### config.mk
export PLATFORM = sky130hd
export DESIGN_NAME = reg_file
export DESIGN_NICKNAME = d
export VERILOG_FILES = /design/src/rtl/reg_file.sv
export SDC_FILE = /design/constraint.sdc
export NUM_CORES = 2
export LEC_CHECK = 0
export ABC_AREA = 1
export CORE_MARGIN = 2
export CORE_UTILIZATION = 45
export DETAILED_ROUTE_END_ITERATION = 8
export SETUP_SLACK_MARGIN = 0.05
export SYNTH_ARGS = -nofsm -noshare
export SYNTH_HDL_FRONTEND = slang
export SYNTH_SLANG_ARGS = --single-unit
### constraint.sdc
create_clock -name clk -period 3.2 [get_ports clk]
set_input_delay 0.64 -clock clk [delete_from_list [all_inputs] [get_ports clk]]
set_output_delay 0.64 -clock clk [all_outputs]
set_load 0.03 [all_outputs]
### src/rtl/reg_file.sv
// reg_file: 32 x DATA_WIDTH RV32I integer register file, x0 reads zero, x2 resets to SP_INIT; a0 mirrors x10.
// Latency: reads combinational, write lands on the rising edge; REGFILE_BYPASS_EN forwards WD3 to RD1/RD2 same cycle.
// Backpressure: none, an enabled write is accepted on every clock edge.
module reg_file #(
    parameter int                    DATA_WIDTH = 32,
    parameter int                    ADDR_WIDTH = 5,
    parameter logic [DATA_WIDTH-1:0] SP_INIT    = 32'h0001_FFFC
) (
    input  logic                  clk,
    input  logic                  rst_n,
    input  logic                  RegWrite,
    input  logic [ADDR_WIDTH-1:0] A1,
    input  logic [ADDR_WIDTH-1:0] A2,
    input  logic [ADDR_WIDTH-1:0] A3,
    input  logic [DATA_WIDTH-1:0] WD3,
    output logic [DATA_WIDTH-1:0] RD1,
    output logic [DATA_WIDTH-1:0] RD2,
    output logic [DATA_WIDTH-1:0] a0
);

    localparam int NREGS = 2 ** ADDR_WIDTH;

    // x0 has no storage; index 0 falls through the read mux default
    logic [DATA_WIDTH-1:0] regs [1:NREGS-1];
    logic [DATA_WIDTH-1:0] rd1_raw;
    logic [DATA_WIDTH-1:0] rd2_raw;

    always_ff @(posedge clk or negedge rst_n) begin
        if (!rst_n) begin
            for (int i = 1; i < NREGS; i++) begin
                regs[i] <= (i == 2) ? SP_INIT : '0;
            end
        end else if (RegWrite) begin
            for (int i = 1; i < NREGS; i++) begin
                if (A3 == i[ADDR_WIDTH-1:0]) begin
                    regs[i] <= WD3;
                end
            end
        end
    end

    always_comb begin
        rd1_raw = '0;
        rd2_raw = '0;
        for (int i = 1; i < NREGS; i++) begin
            if (A1 == i[ADDR_WIDTH-1:0]) rd1_raw = regs[i];
            if (A2 == i[ADDR_WIDTH-1:0]) rd2_raw = regs[i];
        end
    end

`ifdef REGFILE_BYPASS_EN
    logic wr_live;

    // A1 == A3 with A3 != 0 already excludes x0 from forwarding
    assign wr_live = RegWrite && (A3 != '0);
    assign RD1     = (wr_live && (A1 == A3)) ? WD3 : rd1_raw;
    assign RD2     = (wr_live && (A2 == A3)) ? WD3 : rd2_raw;
`else
    assign RD1 = rd1_raw;
    assign RD2 = rd2_raw;
`endif

    assign a0 = regs[10];

endmodule

==> load_flow_metrics.sql <==
INSERT INTO impl_metrics (metric_group, metric, value, unit) VALUES
('grt', 'first_global_vias', '50680', ''),
('setup_path', 'worst_path_dominant_cell_family', 'simple AND/OR/NAND/NOR gates', ''),
('flow_run', 'cap_viol_max_count', '0', ''),
('cells_and_area', 'mostFrequentLayoutCell', 'nand2_1', ''),
('yosys', 'predominant_post_synthesis_flop_cell', 'dfrtp_1', ''),
('detailed_routing', 'viasPerCell', '5.67', ''),
('setup_path', 'worstReg2RegStart', 'regs[915]', ''),
('placement', 'hpwl', '157000', 'µm'),
('grt', 'globalRoute.totalOverflow', '0', ''),
('run_status', 'violated_checks', 'setup timing', ''),
('yosys', 'post_synth_num_cell_types', '24', ''),
('setup_path', 'startpoint', 'regs[948]', ''),
('die', 'die_height', '342', 'µm'),
('detailed_routing', 'routed_wire_length_per_instance', '24.3', 'µm'),
('grt', 'number_of_antenna_violations_at_the_first_check_in_global_routing', '11', ''),
('setup_path', 'critical-path-slowest-cell', 'dfrtp_1', ''),
('cts', 'clock_sinks', '992', ''),
('cells_and_area', 'ff_latch_area', '24800', 'µm²'),
('setup_path', 'crit_top_cell', 'nand4_1', ''),
('yosys', 'yosysTopAreaCellShare', '0.476', ''),
('cts', 'clockRootBuffer', 'clkbuf_16', ''),
('die', 'placementRows', '123', ''),
('yosys', 'yosys.area_share.simple', '0.327', ''),
('cells_and_area', 'multi_input_area', '24400', 'µm²'),
('yosys', 'yosys-top-cells-area', 'dfrtp_1, nand2_1, o21ai_0', ''),
('setup_path', 'worstPathCellList', 'nand4_1, o21ai_1, nor2_1, buf_4, nand4_1, nand2_2, nand4_1, nor2_1, buf_4, nand4_1, nand2_2, nand4_1, nor2_2, nand4_1, nand2_1, nand4_1, nor3_2, buf_4, nand4_1, buf_6', ''),
('cells_and_area', 'final_core_area_utilization', '0.597', ''),
('cts', 'clk_transition_reported_paths', '0.06', 'ns'),
('cts', 'cts_inserted_buffers', '113', ''),
('pwr', 'vdd_ir_drop_max', '0.521', 'mV'),
('detailed_routing', 'antenna_left', '0', ''),
('yosys', 'post_synth_inst_count', '7175', ''),
('setup_path', 'critical_path_startpoint_category', 'flop', ''),
('detailed_routing', 'num_vias', '53393', ''),
('timing', 'grt_setup_unrepaired', 'true', ''),
('setup_path', 'worst_setup_path_end_kind', 'primary output', ''),
('timing', 'worst_slack', '-1.76', 'ns'),
('setup_path', 'reg2reg_slack', '2.26', 'ns'),
('placement', 'dp.cells', '9120', ''),
('setup_path', 'cp_data_required_time', '2.56', 'ns'),
('cells_and_area', 'most-common-layout-cells', 'nand2_1, o21ai_0, dfrtp_1', ''),
('cts', 'cts-root-to-sink-buffers', '3', ''),
('yosys', 'synth_top_cell_by_area', 'dfrtp_1', ''),
('timing', 'final_report_setup_violation_count', '64', ''),
('die', 'fp.dieArea', '117000', 'µm²'),
('placement', 'number_of_i_o_port_buffers', '145', ''),
('detailed_routing', 'drt_first_pass_iters', '7', ''),
('timing', 'achievable_frequency', '202', 'MHz'),
('yosys', 'postSynth.asyncResetShare', '1.00', ''),
('yosys', 'synth-compound-area-share', '0.111', ''),
('timing', 'timing_hold_violations_final', '0', ''),
('yosys', 'synth-seq-area-share', '0.484', ''),
('cts', 'clock_tree.htree_level_count', '3', ''),
('timing', 'finalCriticalPeriod', '4.96', 'ns'),
('yosys', 'yosys_register_bits', '992', ''),
('setup_path', 'critical_path_class', 'reg -> out', ''),
('yosys', 'yosysWarningCount', '0', ''),
('yosys', 'mappedNetlistNets', '7225', ''),
('timing', 'final_min_period_over_clock_period', '1.55', ''),
('grt', 'grt_pass1_wl', '334000', 'µm'),
('setup_path', 'critical_path_buf_inv_count', '4', ''),
('die', 'initial_util', '0.455', ''),
('worst_hold_path', 'hp-class', 'in -> async', ''),
('placement', 'dpl_worst_slack', '-2.22', 'ns'),
('pwr', 'power_per_cell_area', '566', 'nW/µm²'),
('cells_and_area', 'synthToLayoutAreaGrowth', '31.1', '%'),
('detailed_routing', 'detail_route.iter0.violations', '6861', ''),
('grt', 'gr-usage-all-layers', '0.387', ''),
('run_status', 'status', 'finished, violations left', ''),
('setup_path', 'worst_r2r_endpoint', 'regs[915]', ''),
('yosys', 'post_synth_mux_area_share', '0', '');
[cells in the mapped netlist (28+ instances only)]
master / number
a21oi_1: 78
buf_2: 35
buf_4: 38
clkbuf_1: 438
dfrtp_1: 977
inv_1: 491
nand2_1: 2602
nand3_1: 90
nand4_1: 511
nor2_1: 697
nor3_1: 28
o21ai_0: 1046
or2_2: 68
[cell families (layout without fill, tap and decap cells)]
kind of cell           after synthesis  after routing
flip-flops                         992            992
other                                0              2
AND/OR/NAND/NOR                   4025           4026
AO/OA/AOI/OAI                     1130           1130
buffers and inverters             1028           1760
[worst register-to-register path: stages (launching register included)]
cell and delay [ns]:
dfrtp_1 0.41, buf_4 0.14, buf_4 0.12, nand2_1 0.05, o21ai_0 0.08
[power by group]
group | switching [mW] | total, mW | leakage (nW) | internal [mW]
Clock | 5.60 | 13.4 | 1.85 | 7.80
Sequential | 1.91 | 16.8 | 12.8 | 14.9
Combinational | 4.79 | 7.92 | 16.6 | 3.13
[layer usage]
metal  routed length (µm)  vias up  global-route usage  part of all wire
met3                22600      734              0.0878             0.099
li1                     -    24359                   -                 -
met4                18000        0               0.250             0.079
met2               102000     2922               0.599              0.45
met5                    0        -                   0                 0
met1                86200    25378               0.488              0.38
[flip-flops by register name, summed over array words and instances (netlist names)]
name  cells
regs    960
a0       32
[worst max path at each step]
stage | end | slack, ns | cells after the start
5_1_grt | RD2[20] | -1.75 | 20
3_3_place_gp | RD2[19] | -2.24 | 22
2_1_floorplan | RD1[15] | -0.01 | 20
3_5_place_dp | RD2[20] | -2.22 | 24
4_1_cts | RD2[19] | -1.77 | 17
6_report | RD2[20] | -1.76 | 20
[repair_timing]
action | 4_1_cts | 5_1_grt
setup buffers | 74 | 17
pin swaps | 336 | 332
hold buffers | 1 | 0
cloned | 5 | 2
endpoints found under the hold margin | 30 | 0
setup endpoints to repair | 64 | 64
resized for setup | 611 | 183
[per-stage QoR]
stage	hold slack, ns	setup TNS, ns	area (µm²)	power [mW]
global route	0.458	-92.02	67300	39.7
CTS	0.452	-87.62	66600	38.0
detailed placement	0.473	-127.47	60300	24.2
global placement	0.466	-127.08	60300	24.0
finish	0.443	-85.91	67300	38.1
floorplan	0.344	-0.0194	51600	20.1
[cell type report]
cell class                 instances  area share
inverter                         505      0.0292
sequential                       992       0.369
clock inverter                    35     0.00654
timing repair buffer            1057       0.156
clock buffer                     163      0.0493
multi-input combinational       5156       0.362
antenna                            2   0.0000743
tap                             1500      0.0279
Power figures use the tool's default switching activity.
